===== src/rtl/downsampler_slicer_q_pkg.sv =====
// Shared sizing for the Q-channel decimator/slicer and its I-channel twin.
// Keep these in step with the TX FIR and BER counter widths.
package downsampler_slicer_q_pkg;

    localparam int OS_DEF     = 4;
    localparam int DATA_W_DEF = 8;
    localparam int PH_W_DEF   = $clog2(OS_DEF);
    localparam int CNT_W_DEF  = 32;

endpackage


===== src/rtl/downsampler_slicer_q_if.sv =====
// Sample-in / decision-out bundle between the TX FIR and the BER counter.
// With SLICER_SAMPLE_OUT_EN defined the decided sample is exported as o_sample.
interface downsampler_slicer_q_if
    import downsampler_slicer_q_pkg::*;
#(
    parameter int DATA_W = DATA_W_DEF,
    parameter int PH_W   = PH_W_DEF,
    parameter int CNT_W  = CNT_W_DEF
);

    logic              i_enable;
    logic [DATA_W-1:0] i_sample;
    logic [PH_W-1:0]   i_phase;
    logic              o_bit;
    logic              o_valid;
    logic [CNT_W-1:0]  o_sym_cnt;
`ifdef SLICER_SAMPLE_OUT_EN
    logic [DATA_W-1:0] o_sample;
`endif

    modport master (
        output i_enable, i_sample, i_phase,
`ifdef SLICER_SAMPLE_OUT_EN
        input  o_sample,
`endif
        input  o_bit, o_valid, o_sym_cnt
    );

    modport slave (
        input  i_enable, i_sample, i_phase,
`ifdef SLICER_SAMPLE_OUT_EN
        output o_sample,
`endif
        output o_bit, o_valid, o_sym_cnt
    );

endinterface


===== src/rtl/downsampler_slicer_q_symbol_phase_counter.sv =====
// Mod-OS sample counter plus the active sampling phase, which only changes
// at a symbol boundary so a phase request never skips or repeats a symbol.
module symbol_phase_counter
    import downsampler_slicer_q_pkg::*;
#(
    parameter int OS   = OS_DEF,
    parameter int PH_W = PH_W_DEF
) (
    input  logic            clock,
    input  logic            i_reset,
    input  logic            i_enable,
    input  logic [PH_W-1:0] i_phase,
    output logic [PH_W-1:0] o_cnt,
    output logic [PH_W-1:0] o_active_phase
);

    localparam logic [PH_W-1:0] LAST = PH_W'(OS - 1);

    logic [PH_W-1:0] r_cnt;
    logic [PH_W-1:0] r_active_phase;
    logic            w_boundary;
    logic [PH_W-1:0] w_phase_clamped;

    assign w_boundary      = i_enable && (r_cnt == LAST);
    // Only reachable when OS is not a power of two.
    assign w_phase_clamped = (32'(i_phase) > 32'(OS - 1)) ? LAST : i_phase;

    always_ff @(posedge clock) begin
        if (i_reset) begin
            r_cnt          <= '0;
            r_active_phase <= '0;
        end else begin
            if (i_enable) begin
                r_cnt <= (r_cnt == LAST) ? '0 : r_cnt + 1'b1;
            end
            if (w_boundary) begin
                r_active_phase <= w_phase_clamped;
            end
        end
    end

    assign o_cnt          = r_cnt;
    assign o_active_phase = r_active_phase;

endmodule


===== src/rtl/downsampler_slicer_q.sv =====
// Q-channel symbol-rate decimator and hard-decision slicer (1-cycle latency).
// Optional build macro SLICER_SAMPLE_OUT_EN adds the registered decided sample.
module downsampler_slicer_q
    import downsampler_slicer_q_pkg::*;
#(
    parameter int OS     = OS_DEF,
    parameter int DATA_W = DATA_W_DEF,
    parameter int PH_W   = PH_W_DEF,
    parameter int CNT_W  = CNT_W_DEF
) (
    input  logic                  clock,
    input  logic                  i_reset,
    downsampler_slicer_q_if.slave bus
);

    logic [PH_W-1:0]  w_cnt;
    logic [PH_W-1:0]  w_active_phase;
    logic             w_capture;
    logic             r_bit;
    logic             r_valid;
    logic [CNT_W-1:0] r_sym_cnt;

    symbol_phase_counter #(
        .OS   (OS),
        .PH_W (PH_W)
    ) u_phase (
        .clock          (clock),
        .i_reset        (i_reset),
        .i_enable       (bus.i_enable),
        .i_phase        (bus.i_phase),
        .o_cnt          (w_cnt),
        .o_active_phase (w_active_phase)
    );

    // Compared against the pre-edge phase, so a boundary-cycle decision uses the old phase.
    assign w_capture = bus.i_enable && (w_cnt == w_active_phase);

    always_ff @(posedge clock) begin
        if (i_reset) begin
            r_bit     <= 1'b0;
            r_valid   <= 1'b0;
            r_sym_cnt <= '0;
        end else begin
            r_valid <= w_capture;
            if (w_capture) begin
                r_bit     <= bus.i_sample[DATA_W-1];
                r_sym_cnt <= r_sym_cnt + 1'b1;
            end
        end
    end

`ifdef SLICER_SAMPLE_OUT_EN
    logic [DATA_W-1:0] r_sample;

    always_ff @(posedge clock) begin
        if (i_reset) begin
            r_sample <= '0;
        end else if (w_capture) begin
            r_sample <= bus.i_sample;
        end
    end

    assign bus.o_sample = r_sample;
`endif

    assign bus.o_bit     = r_bit;
    assign bus.o_valid   = r_valid;
    assign bus.o_sym_cnt = r_sym_cnt;

endmodule

===== src/flat_wrapper.sv =====
// flat-port wrapper written by rule: the top's interface ports become plain ports
module downsampler_slicer_q_flat import downsampler_slicer_q_pkg::*;
#(
    parameter int OS     = OS_DEF,
    parameter int DATA_W = DATA_W_DEF,
    parameter int PH_W   = PH_W_DEF,
    parameter int CNT_W  = CNT_W_DEF
)
  (clock, i_reset, bus_i_enable, bus_i_sample, bus_i_phase, bus_o_bit, bus_o_valid, bus_o_sym_cnt);
  downsampler_slicer_q_if #(.DATA_W(DATA_W), .PH_W(PH_W), .CNT_W(CNT_W)) bus_i ();
  input  logic clock;
  input  logic i_reset;
  input wire logic [$bits(bus_i.i_enable)-1:0] bus_i_enable;
  input wire logic [$bits(bus_i.i_sample)-1:0] bus_i_sample;
  input wire logic [$bits(bus_i.i_phase)-1:0] bus_i_phase;
  output wire logic [$bits(bus_i.o_bit)-1:0] bus_o_bit;
  output wire logic [$bits(bus_i.o_valid)-1:0] bus_o_valid;
  output wire logic [$bits(bus_i.o_sym_cnt)-1:0] bus_o_sym_cnt;
  assign bus_i.i_enable = bus_i_enable;
  assign bus_i.i_sample = bus_i_sample;
  assign bus_i.i_phase = bus_i_phase;
  assign bus_o_bit = bus_i.o_bit;
  assign bus_o_valid = bus_i.o_valid;
  assign bus_o_sym_cnt = bus_i.o_sym_cnt;
  downsampler_slicer_q #(.OS(OS), .DATA_W(DATA_W), .PH_W(PH_W), .CNT_W(CNT_W)) u_core (.clock(clock), .i_reset(i_reset), .bus(bus_i));
endmodule

===== config.mk =====
export PLATFORM = sky130hd
export DESIGN_NAME = downsampler_slicer_q_flat
export DESIGN_NICKNAME = d
export VERILOG_FILES = /design/src/rtl/downsampler_slicer_q_pkg.sv /design/src/rtl/downsampler_slicer_q_if.sv /design/src/rtl/downsampler_slicer_q_symbol_phase_counter.sv /design/src/rtl/downsampler_slicer_q.sv /design/src/flat_wrapper.sv
export SDC_FILE = /design/constraint.sdc
export NUM_CORES = 1
export LEC_CHECK = 0
export ABC_AREA = 1
export CORE_MARGIN = 2
export CORE_UTILIZATION = 55
export CTS_CLUSTER_SIZE = 28
export DETAILED_ROUTE_END_ITERATION = 10
export PLACE_DENSITY = 0.84
export RECOVER_POWER = 100
export SETUP_SLACK_MARGIN = 0.02
export SYNTH_ARGS = -nofsm -noshare
export SYNTH_HDL_FRONTEND = slang
export SYNTH_SLANG_ARGS = --single-unit
export TNS_END_PERCENT = 20

===== constraint.sdc =====
create_clock -name clock -period 2.61 [get_ports clock]
set_clock_uncertainty 0.1 [all_clocks]
set_input_delay 0.522 -clock clock [delete_from_list [all_inputs] [get_ports clock]]
set_output_delay 0.522 -clock clock [all_outputs]
set_load 0.1 [all_outputs]

== Yosys cells after proc, flatten, opt, wreduce, memory -nomap -nowiden ==
Cells that the tools add are included.

* Register bits: 38
* Output and inout bits: 34

* $add $sub $neg: 2
* Eq/ne operators: 2
* Multiplexer cells: 1
* Reductions and logical operators: 2

{| class="wikitable"
|+ Operator list
! kind !! count
|-
| $add A32 B1 Y32 const B || 1
|-
| $add A2 B1 Y2 const B || 1
|-
| $eq A2 B2 Y1 || 1
|-
| $eq A2 B2 Y1 const B || 1
|-
| $logic_and A1 B1 Y1 || 2
|-
| $mux W2 || 1
|}

== Depth between registers and ports, before layout ==
Gate-level depths: netlist of the first run.

* Depth in word-level cells: 2
* Mapped depth: 10
* Gate-level depth less buffers: 9

== Modules after synthesis ==
Synthesis of the first run repeated with hierarchy kept, for this count alone.

* Cells, all modules: 359
* Area, all modules: 2217.1 sq um

{| class="wikitable"
|+ Modules (own cells, without submodules)
! module !! times used !! cells each !! area each (sq um) !! seq. area each (sq um)
|-
| downsampler_slicer_q || 1 || 333 || 2042.0 || 680.7
|-
| symbol_phase_counter || 1 || 26 || 175.2 || 80.1
|}

== Worst setup path after synthesis of the first run ==
No wires, ideal clock.

* Kind: reg-to-reg
* Start point: register u_core.r_sym_cnt[1] (netlist: u_core.bus.o_sym_cnt[1])
* End point: register u_core.r_sym_cnt[24] (netlist: u_core.bus.o_sym_cnt[24])
* Library setup time: 0.128 ns
* Arrival time: 2.132 ns
* Data required time: 2.382 ns
* Path slack: 0.250 ns
* Stages on the path, launching flop included: 10
* Buffers on the path: 1
* Clock period less this slack: 2.360 ns
* Cell sequence: dfxtp_1 -> ha_1 -> inv_1 -> nor2_2 -> nand3_2 -> nor2_4 -> buf_6 -> nand4_1 -> nand2_1 -> nor2_1

* Word-level cells in the longest chain between the ends: 1

{| class="wikitable"
|+ Ends and longest elaborated chain
! item !! RTL line !! source
|-
| from (decl) || downsampler_slicer_q.sv:21 || <nowiki>logic [CNT_W-1:0] r_sym_cnt;</nowiki>
|-
| from (signal assigned) || downsampler_slicer_q.sv:47 || <nowiki>r_sym_cnt <= r_sym_cnt + 1'b1;</nowiki>
|-
| $add A32 B1 Y32 || downsampler_slicer_q.sv:47 ||
|}

No other way between the ends.
A chain may end at the register's enable or synchronous reset.

== Worst setup path after layout of the first run ==
* Start point: register u_core.r_sym_cnt[10] (netlist: u_core.bus.o_sym_cnt[10])
* End point: output bus_o_sym_cnt[10]

{| class="wikitable"
|+ RTL lines
! item !! RTL line !! source
|-
| to (decl) || flat_wrapper.sv:18 || <nowiki>output wire logic [$bits(bus_i.o_sym_cnt)-1:0] bus_o_sym_cnt;</nowiki>
|}

No word-level cell between the ends.

==> summary.md, run 1 <==
| Metric | Value |
|---|---|
| Final HPWL DP | `~3900 um` |
| Req. time, crit path | `1990 ps` |
| Via count | `about 2300` |
| DIE HEIGHT | `67.49 um` |
| Clk_lat worst skew | `290 ps` |
| Status | `finished, final reports clean` |
| RSZ-0062 raised after global routing | `false` |
| Count of unique library cells instantiated by Yosys | `29` |
| Pwr dens | `453.0 nW/um2` |
| CTS Buf Count | `5` |
| Overall power | `around 1.1 mW` |
| Nets@finish | `401` |
| CP endpoint kind | `output pin` |
| Routability congestion estimate | `0.8506` |
| WHS | `388.1 ps` |
| MaxCap Viol Count | `0` |
| Synth Area in Simple Gates | `44.53%` |
| CP delay by family, top | `buffers and inverters` |
| Min Tclk post-route | `about 2300 ps` |
| Utilization after layout | `62.68%` |
| Compound-cell area share of the yosys netlist | `7.957%` |
| Post-CTS Setup Bufs | `0` |
| Final TNS setup | `0 ps` |
| FP Rows | `23` |
| H-tree Lvls | `2` |
| Input/output buffers | `39` |
| Slew HR | `between 20% and 30%` |
| Overflow after GRT | `0` |
| CP arrival | `1660 ps` |
| Worst slew pin tran | `1173 ps` |
| DRC | `0` |
| YS warnings | `0` |
| Share of layout cells above drive strength 1 | `6.995%` |
| Reg-to-reg setup timing slack | `a little over 800 ps` |
| Netlist Area Pre-Place | `2217 um2` |
| Mux cell area share after synthesis | `0%` |
| Combinational family with the most area after synthesis | `simple AND/OR/NAND/NOR gates` |
| CTS tree | `built` |
| CTS Hold Buffers Added | `0` |
| GRT Util Overall | `24.68%` |
| Syn avg cell area | `6.483 um2` |
| CP max stage delay | `between 800 and 900 ps` |
| Flops & latches, synth | `38` |
| Fmax | `about 0.44 GHz` |
| Drt first pass iters | `4` |
| Area growth from synthesis to layout | `11.46%` |
| Adder-cell area share of the yosys netlist | `1.129%` |
| CP cell instances | `clkbuf_1` |
| Total wire length | `5120 um` |
| Filler cells | `between 400 and 500` |
| First-pass GRT wire length | `8480 um` |
| Max Transition Viols Final | `0` |
| Vias per inst | `approximately 5.2` |
| Hold crit path type | `reg2reg` |
| Setup crit start kind | `flip-flop` |
| Initial antenna violation count | `0` |
| Clock Sinks | `38` |
| Die Span X | `67.49 um` |
| P_leak | `0.8946 nW` |
| PostCTS Resize Cnt | `0` |
| Crit-path slowest cell | `clkbuf_1` |
| Crit path kind | `reg2out` |
| Post-route ant nets | `0` |
| Clock Path Buffers | `2` |
| Initial core utilization | `56.24%` |
| Clock Pin Slew Worst Setup and Hold Paths | `70 ps` |
| Setup violators final | `0` |
| XOR/XNOR share of the synthesized area | `1.580%` |
| Worst VDD drop | `0.2462 mV` |
| Diodes inserted | `0` |
| Crit-path max FO | `6` |
| Post-synthesis sequential area ratio | `34.31%` |
| Routed wire per std cell | `11.74 um` |
| Tcrit/Tclk final | `87.24%` |
| Vias in the first global route | `about 2000` |
| Cells after Synth | `342` |
| Initial DRC count | `198` |
| Final Hold Fails | `0` |
| IO Pins | `47` |
| Core area | `3943 um2` |
| Root Buffer | `clkbuf_8` |
| Worst Path Buf+Inv | `1` |
| Full die area | `4555 um2` |
| Post-Syn Nets | `357` |
| Pin count of the biggest net entering global routing | `16` |
[cells in the mapped netlist (all sizes together)]
library cell,count,area (um2)
clkbuf,2,7.510
nor2,80,350.3
nor3b,1,7.510
dfxtp,38,760.7
a21oi,15,86.34
nand3,31,182.7
buf,6,67.56
inv,42,157.6
o21ai,15,75.07
o21bai,1,7.510
nand4,9,56.30
and3,1,6.260
xnor2,3,26.28
xor2,1,8.760
nand2,87,334.1
a211oi,1,7.510
and2,1,6.260
nand3b,1,7.510
ha,2,25.02
nor3,5,36.29
[cell usage in the layout, fill, tap and decap left out, types with 2 or more instances in the layout]
cell type / synthesis / routed
nand2_1: 84 / 84
nor2_1: 70 / 72
inv_1: 39 / 40
dfxtp_1: 38 / 38
clkbuf_1: 2 / 36
nand3_1: 27 / 30
o21ai_0: 13 / 14
a21oi_1: 14 / 14
nand4_1: 9 / 9
buf_4: 0 / 6
clkbuf_8: 0 / 5
nor2_4: 5 / 4
nor2_2: 5 / 4
nor3_1: 4 / 4
nand2_2: 3 / 3
xnor2_1: 3 / 3
clkdlybuf4s50_1: 0 / 3
inv_2: 3 / 2
ha_1: 2 / 2
dlygate4sd3_1: 0 / 2
[layout make-up]
cell class / count / area (um2) / area share, %
repair buffers: 45 / 222.7 / 9.013
clock buffers: 7 / 76.32 / 3.089
well taps: 50 / 62.56 / 2.532
inverters: 42 / 157.7 / 6.380
flip-flops and latches: 38 / 760.7 / 30.78
multi-input cells: 254 / 1191 / 48.20
[state kept, by name, indices dropped and copies added, names as in the netlist]
signal	count
u_core.bus.o_bit	1
u_core.bus.o_sym_cnt	32
u_core.bus.o_valid	1
u_core.u_phase.o_active_phase	2
u_core.u_phase.o_cnt	2
[power breakdown]
| part | internal, mW | switching (mW) |
|---|---|---|
| sequential | 0.589 | 0.00934 |
| clock | 0.184 | 0.208 |
| combinational | 0.0315 | 0.0968 |
| total | 0.805 | 0.314 |
[kinds of logic after synthesis]
logic type	after synthesis
AO/OA/AOI/OAI	32
buffers and inverters	50
AND/OR/NAND/NOR	216
adder cells (fa/ha/maj)	2
XOR/XNOR	4
flip-flops	38
[worst paths after layout]
path                                 endpoint                        startpoint  cells after the start
max                         bus_o_sym_cnt[10]          u_core.bus.o_sym_cnt[10]                      1
min          u_core.u_phase.o_active_phase[0]  u_core.u_phase.o_active_phase[0]                      2
max reg2reg          u_core.bus.o_sym_cnt[20]           u_core.bus.o_sym_cnt[1]                      9
min reg2reg  u_core.u_phase.o_active_phase[0]  u_core.u_phase.o_active_phase[0]                      2
[worst min-delay path: stages, from the launching register on]
cell and delay (ps):
dfxtp_1 320, inv_1 70, a21oi_1 60
[per-stage QoR]
step	setup WS [ps]	cells	cell area (um2)
after floorplan	250.2	342	2217
after global placement	343.4	429	2555
after detailed placement	301.0	429	2555
after CTS	606.4	436	2631
after global routing	298.5	436	2471
final	333.0	436	2471
[layer usage]
metal	GRT usage (%)	part of all wire, %	up-vias	wire length (um)
met5	0	0	-	0
li1	-	-	1172	-
met1	33.16	47	1042	2407
met3	4.500	4.5	8	229
met4	9.949	1.7	0	89
met2	38.97	47	48	2393
(Power assumes the default switching activity.)
==> run 2, diff against run 1 <==
- CORE_MARGIN: 2 -> 1.5
- CORE_UTILIZATION: 55 -> 46
- PLACE_DENSITY: 0.84 -> 0.75
- clock period: 2.61 -> 2 ns (I/O delays scaled with it)
==> run 2 against run 1 <==
Net effect: sequential power rose by 31%; critical path depth rose by 9; combinational power rose by 39%; clock power rose by 39%; sequential cell count did not move; die area rose by 15%; core utilization fell by 3.2 points; routed wire length rose by 2.3%; largest cell class unchanged; largest power group unchanged.
==> summary.md, run 2 (synthesized netlist as in run 1, its figures left out) <==
| Metric | Value |
|---|---|
| Status | `finished, final reports clean (unchanged)` |
| FF-to-FF Start | `u_core.bus.o_sym_cnt[1] (unchanged)` |
| GRT Util Overall | `22.04% (was 24.68%)` |
| CP arrival | `2010 ps (was 1660 ps)` |
| Clock Pin Slew Worst Setup and Hold Paths | `70 ps (about the same)` |
| Clock Sinks | `38 (unchanged)` |
| Core area | `4692 um2 (was 3943 um2)` |
| Worst slew pin tran | `558.3 ps (was 1173 ps)` |
| Tcrit/Tclk final | `93.69%` |
| CP cell instances | `dlygate4sd3_1 > inv_2 > a21oi_4 > nand3_4 > nor2_1 > buf_12 > nand3_1 > nand2_1 > nand2_1 > nor2_1 (was clkbuf_1)` |
| FF-to-FF path depth | `9 (unchanged)` |
| Routability congestion estimate | `0.8228 (was 0.8506)` |
| Most frequent cells in the layout | `84 x nand2_1, 73 x nor2_1, 39 x inv_1 (was 84 x nand2_1, 72 x nor2_1, 40 x inv_1)` |
| Area growth from synthesis to layout | `25.79% (was 11.46%)` |
| CTS Buf Count | `5 (unchanged)` |
| Dpl cell area | `3028 um2 (was 2555 um2)` |
| Share of layout cells above drive strength 1 | `18.16% (was 6.995%)` |
| Vias in the first global route | `2075 (was 1955)` |
| Final TNS setup | `0 ps (unchanged)` |
| Drt first pass iters | `4 (unchanged)` |
| Worst VDD drop | `0.2524 mV (was 0.2462 mV)` |
| Overflow after GRT | `0 (unchanged)` |
| MaxCap Viol Count | `0 (unchanged)` |
| Worst Path Buf+Inv | `3 (was 1)` |
| Diodes inserted | `0 (unchanged)` |
| IO Pins | `47 (unchanged)` |
| Max Transition Viols Final | `0 (unchanged)` |
| Post-route ant nets | `0 (unchanged)` |
| PostCTS Resize Cnt | `0 (unchanged)` |
| Crit-path slowest cell | `dlygate4sd3_1 (was clkbuf_1)` |
| Fmax | `0.5337 GHz` |
| First-pass GRT wire length | `9101 um (was 8480 um)` |
| Min-delay src | `u_core.u_phase.o_active_phase[0] (unchanged)` |
| Input/output buffers | `39 (unchanged)` |
| Die Span X | `72.43 um (was 67.49 um)` |
| Reg-to-Reg End | `u_core.bus.o_sym_cnt[20] (unchanged)` |
| Full die area | `5245 um2 (was 4555 um2)` |
| Reg-to-reg setup timing slack | `230 ps (was 830 ps)` |
| DIE HEIGHT | `72.43 um (was 67.49 um)` |
| Clock Path Buffers | `2 (unchanged)` |
| Routed wire per std cell | `11.77 um (was 11.74 um)` |
| RSZ-0062 raised after global routing | `false (unchanged)` |
| Setup violators final | `0 (unchanged)` |
| H-tree Lvls | `2 (unchanged)` |
| Fin area | `2789 um2 (was 2471 um2)` |
| Final Hold Fails | `0 (unchanged)` |
| Vias per inst | `5.092 (was 5.206)` |
| Initial DRC count | `131 (was 198)` |
| Final HPWL DP | `4074 um (was 3864 um)` |
| WHS Endpoint | `u_core.u_phase.o_active_phase[0] (unchanged)` |
| CP endpoint kind | `flip-flop (was output pin)` |
| Max reg flops | `32 (unchanged)` |
| Total wire length | `5238 um (was 5120 um)` |
| Pwr dens | `539.7 nW/um2 (was 453.0 nW/um2)` |
| Initial antenna violation count | `0 (unchanged)` |
| Crit-path max FO | `11 (was 6)` |
| P_leak | `1.084 nW (was 0.8946 nW)` |
| CTS tree | `built (unchanged)` |
| Crit path kind | `in2reg (was reg2out)` |
| WHS | `372.9 ps (was 388.1 ps)` |
| Worst hold path depth | `2 (unchanged)` |
| CP delay by family, top | `buffers and inverters (unchanged)` |
| Pin count of the biggest net entering global routing | `17 (was 16)` |
| FP Rows | `25 (was 23)` |
| CP max stage delay | `560 ps (was 890 ps)` |
| Setup crit start kind | `input pin (was flip-flop)` |
| CTS Hold Buffers Added | `0 (unchanged)` |
| Nets@finish | `405 (was 401)` |
| Utilization after layout | `59.44% (was 62.68%)` |
| Req. time, crit path | `2140 ps (was 1990 ps)` |
| Min Tclk post-route | `1874 ps` |
| Clk_lat worst skew | `290 ps (about the same)` |
| Via count | `2266 (was 2270)` |
| Commonest non-fill, non-tap cell in the layout | `nand2_1 (unchanged)` |
| Initial core utilization | `47.25% (was 56.24%)` |
| Dpl cells | `437 (was 429)` |
| DRC | `0 (unchanged)` |
| Fin cells | `445 (was 436)` |
| Hold crit path type | `reg2reg (unchanged)` |
| Root Buffer | `clkbuf_8 (unchanged)` |
| Slew HR | `62.94% (was 22.12%)` |
| Post-CTS Setup Bufs | `0 (unchanged)` |
run 2: cell count changes in the layout (fill, tap and decap cells not counted), moves of 2 or more:
| cell | delta |
|---|---|
| dfxtp_1 | -5 |
| clkbuf_1 | -32 |
| nand3_1 | -2 |
| nor2_2 | -2 |
| dfxtp_2 | +4 |
| buf_12 | +14 |
| clkbuf_2 | +21 |
run 2: final cells by class:
| class | instances | area [um2] |
|---|---|---|
| Fill cell | 430 | 1903 |
| Multi-Input combinational cell | 254 | 1211 |
| Sequential cell | 38 | 769.5 |
| Timing Repair Buffer | 49 | 491.7 |
| Inverter | 42 | 157.7 |
| Clock buffer | 7 | 86.33 |
| Tap cell | 54 | 67.56 |
| Clock inverter | 1 | 5.005 |
run 2: worst max path at each step:
stage / to / cells past startpoint / from
floorplan: u_core.bus.o_sym_cnt[26] / 7 / u_core.bus.o_sym_cnt[21]
global placement: u_core.bus.o_sym_cnt[23] / 9 / bus_i_enable
detailed placement: u_core.bus.o_sym_cnt[19] / 9 / bus_i_enable
CTS: u_core.bus.o_sym_cnt[20] / 9 / u_core.bus.o_sym_cnt[0]
global route: u_core.bus.o_sym_cnt[3] / 8 / bus_i_enable
finish: u_core.bus.o_sym_cnt[29] / 10 / bus_i_enable
run 2: per-stage QoR:
stage | power, mW | worst slack [ps]
6_report | 1.505 | 126.3
5_1_grt | 1.567 | 27.10
4_1_cts | 1.541 | 212.0
3_5_place_dp | 1.005 | -57.07
3_3_place_gp | 0.9998 | 18.68
2_1_floorplan | 0.9391 | 10.84
run 2: power by group:
group | switching, mW | leakage [nW] | internal, mW
combinational | 0.130 | 0.726 | 0.0479
sequential | 0.0124 | 0.310 | 0.770
clock | 0.267 | 0.0482 | 0.278
run 2: metal layers:
| layer | routed length [um] | track usage, % | vias to the layer above |
|---|---|---|---|
| met1 | 2294 | 27.46 | 1018 |
| met2 | 2537 | 37.76 | 63 |
| li1 | - | - | 1177 |
| met4 | 78 | 7.338 | 0 |
| met3 | 328 | 4.861 | 8 |
| met5 | 0 | 0 | - |
run 2: worst reg2reg max path: stages (launching register included):
cell and delay (ps):
dfxtp_4 370, ha_1 210, inv_1 80, nor2_2 180, nand3_2 130, nor2_4 270
nand3_1 140, nand2_1 100, nand2_1 60, nor2_1 70
==> run 3, diff against run 2 <==
- GPL_TIMING_DRIVEN: not set -> 0
==> run 3 against run 2 <==
Net effect: worst hold slack better by 6.5 ps; maximum frequency down 5.1%; final area down 0.36%; largest power group unchanged; core utilization down 0.21 points; highest routed layer unchanged; clock power about the same; clock-buffer cell count unchanged; largest cell class unchanged; sequential share of layout area down 0.17 points.
==> summary.md, run 3 (synthesized netlist as in run 1, its figures left out) <==
| Metric | Value |
|---|---|
| Vias in the first global route | `1962 (was 2075)` |
| FF-to-FF Start | `u_core.bus.o_sym_cnt[1] (unchanged)` |
| IO Pins | `47 (unchanged)` |
| CP endpoint kind | `output pin (was flip-flop)` |
| CTS Hold Buffers Added | `0 (unchanged)` |
| Hold crit path type | `reg2reg (unchanged)` |
| Pin count of the biggest net entering global routing | `12 (was 17)` |
| Post-CTS Setup Bufs | `0 (unchanged)` |
| Setup violators final | `0 (unchanged)` |
| Core area | `4692 um2 (unchanged)` |
| H-tree Lvls | `2 (unchanged)` |
| CP cell instances | `clkbuf_1 (was dlygate4sd3_1 > inv_2 > a21oi_4 > nand3_4 > nor2_1 > buf_12 > nand3_1 > nand2_1 > nand2_1 > nor2_1)` |
| CP arrival | `1470 ps (was 2010 ps)` |
| Vias per inst | `5.050 (was 5.092)` |
| MaxCap Viol Count | `0 (unchanged)` |
| Req. time, crit path | `1500 ps (was 2140 ps)` |
| Post-route ant nets | `0 (unchanged)` |
| Routability congestion estimate | `0.8392 (was 0.8228)` |
| Min Tclk post-route | `1974 ps (was 1874 ps)` |
| Status | `finished, final reports clean (unchanged)` |
| FF-to-FF path depth | `9 (unchanged)` |
| Setup crit start kind | `flip-flop (was input pin)` |
| DIE HEIGHT | `72.43 um (unchanged)` |
| CP max stage delay | `860 ps (was 560 ps)` |
| CTS Buf Count | `5 (unchanged)` |
| Most frequent cells in the layout | `84 x nand2_1, 70 x nor2_1, 40 x inv_1 (was 84 x nand2_1, 73 x nor2_1, 39 x inv_1)` |
| Utilization after layout | `59.23% (was 59.44%)` |
| Worst Path Buf+Inv | `1 (was 3)` |
| Die Span X | `72.43 um (unchanged)` |
| Clk_lat worst skew | `300 ps (was 290 ps)` |
| FP Rows | `25 (unchanged)` |
| Overflow after GRT | `0 (unchanged)` |
| Clock Sinks | `38 (unchanged)` |
| Worst slew pin tran | `1162 ps (was 558.3 ps)` |
| Setup Slack @ Placement | `-101.5 ps (was -57.07 ps)` |
| Initial DRC count | `133 (was 131)` |
| Setup ws final | `25.77 ps (was 126.3 ps)` |
| Final Hold Fails | `0 (unchanged)` |
| Crit path kind | `reg2out (was in2reg)` |
| Full die area | `5245 um2 (unchanged)` |
| Max Transition Viols Final | `0 (unchanged)` |
| Crit-path slowest cell | `clkbuf_1 (was dlygate4sd3_1)` |
| Initial antenna violation count | `0 (unchanged)` |
| Filler cells | `449 (was 430)` |
| Routed wire per std cell | `12.00 um (was 11.77 um)` |
| Reg-to-reg setup timing slack | `220 ps (was 230 ps)` |
| Total wire length | `5304 um (was 5238 um)` |
| Share of layout cells above drive strength 1 | `16.49% (was 18.16%)` |
| Commonest non-fill, non-tap cell in the layout | `nand2_1 (unchanged)` |
| Area growth from synthesis to layout | `25.34% (was 25.79%)` |
| Clock Path Buffers | `2 (unchanged)` |
| Nets@finish | `403 (was 405)` |
| CTS tree | `built (unchanged)` |
| CP delay by family, top | `buffers and inverters (unchanged)` |
| Worst hold path depth | `2 (unchanged)` |
| RSZ-0062 raised after global routing | `true (was false)` |
| Tcrit/Tclk final | `98.71% (was 93.69%)` |
| Pwr dens | `543.1 nW/um2 (was 539.7 nW/um2)` |
| Root Buffer | `clkbuf_8 (unchanged)` |
| Final HPWL DP | `4050 um (was 4074 um)` |
| Crit-path max FO | `1 (was 11)` |
| Worst VDD drop | `0.2743 mV (was 0.2524 mV)` |
| Clock Pin Slew Worst Setup and Hold Paths | `80 ps (was 70 ps)` |
| Diodes inserted | `0 (unchanged)` |
| Fmax | `0.5065 GHz (was 0.5337 GHz)` |
| Input/output buffers | `39 (unchanged)` |
| Slew HR | `22.87% (was 62.94%)` |
| P_leak | `0.9998 nW (was 1.084 nW)` |
| Via count | `2232 (was 2266)` |
| Reg-to-Reg End | `u_core.bus.o_sym_cnt[24] (was u_core.bus.o_sym_cnt[20])` |
| DRC | `0 (unchanged)` |
| First-pass GRT wire length | `8901 um (was 9101 um)` |
| Drt first pass iters | `4 (unchanged)` |
| WHS Endpoint | `u_core.u_phase.o_active_phase[0] (unchanged)` |
| Initial core utilization | `47.25% (unchanged)` |
| GRT Util Overall | `21.82% (was 22.04%)` |
| Min-delay src | `u_core.u_phase.o_active_phase[0] (unchanged)` |
| Max reg flops | `32 (unchanged)` |
==> run 3: worst max path at each step <==
stage / start / endpoint / slack [ps] / cells after the start
floorplan: u_core.bus.o_sym_cnt[21] / u_core.bus.o_sym_cnt[26] / 10 / 7
global placement: u_core.bus.o_sym_cnt[26] / bus_o_sym_cnt[26] / -100 / 1
detailed placement: bus_i_enable / u_core.bus.o_sym_cnt[19] / -100 / 9
CTS: u_core.bus.o_sym_cnt[6] / bus_o_sym_cnt[6] / 20 / 1
global route: u_core.bus.o_valid / bus_o_valid / 4 / 1
finish: u_core.bus.o_valid / bus_o_valid / 30 / 1
==> run 3: worst register-to-register path, cell delays in order, from the launching register on <==
cell and delay, ps:
dfxtp_1 390, ha_1 230, inv_1 80, nor2_2 180, nand3_2 120, nor2_2 180, buf_6 160, nand4_1 80
nand2_1 80, nor2_1 40
==> run 3: what timing repair did <==
action,in CTS,in global routing
endpoints found under the setup margin,34,4
pin swaps,0,0
resized for setup,97,1
==> run 3: area by class of cell <==
cell class,count,area (um2),area share (%)
plain buffers,8,75.07,2.701
clock buffers,7,86.33,3.107
inverters,42,157.7,5.673
multi-input cells,254,1214,43.67
flip-flops and latches,38,762.0,27.42
well taps,54,67.56,2.431
repair buffers,39,416.7,14.99
==> run 3: layer usage <==
metal / part of all wire, % / routed length [um] / vias up / global-route usage (%)
met5: 0 / 0 / - / 0
met4: 2.0 / 108 / 0 / 8.805
met3: 5.6 / 299 / 12 / 4.583
met2: 45 / 2396 / 51 / 35.60
met1: 47 / 2499 / 996 / 28.14
li1: - / - / 1173 / -
==> run 3: per-stage QoR <==
step | area [um2] | std cells | TNS, ps | hold slack [ps] | total power, mW
floorplan | 2242 | 342 | 0 | 343.7 | 0.9391
global placement | 2700 | 435 | -1141 | 354.7 | 0.9863
detailed placement | 2700 | 435 | -1145 | 368.1 | 0.9899
CTS | 2823 | 442 | 0 | 379.5 | 1.521
global route | 2779 | 442 | 0 | 410.6 | 1.564
finish | 2779 | 442 | 0 | 379.3 | 1.509
==> run 3: where the power goes <==
| part | internal, mW | switching, mW |
|---|---|---|
| sequential | 0.770 | 0.0122 |
| clock | 0.274 | 0.271 |
| combinational | 0.0504 | 0.132 |
| total | 1.09 | 0.415 |
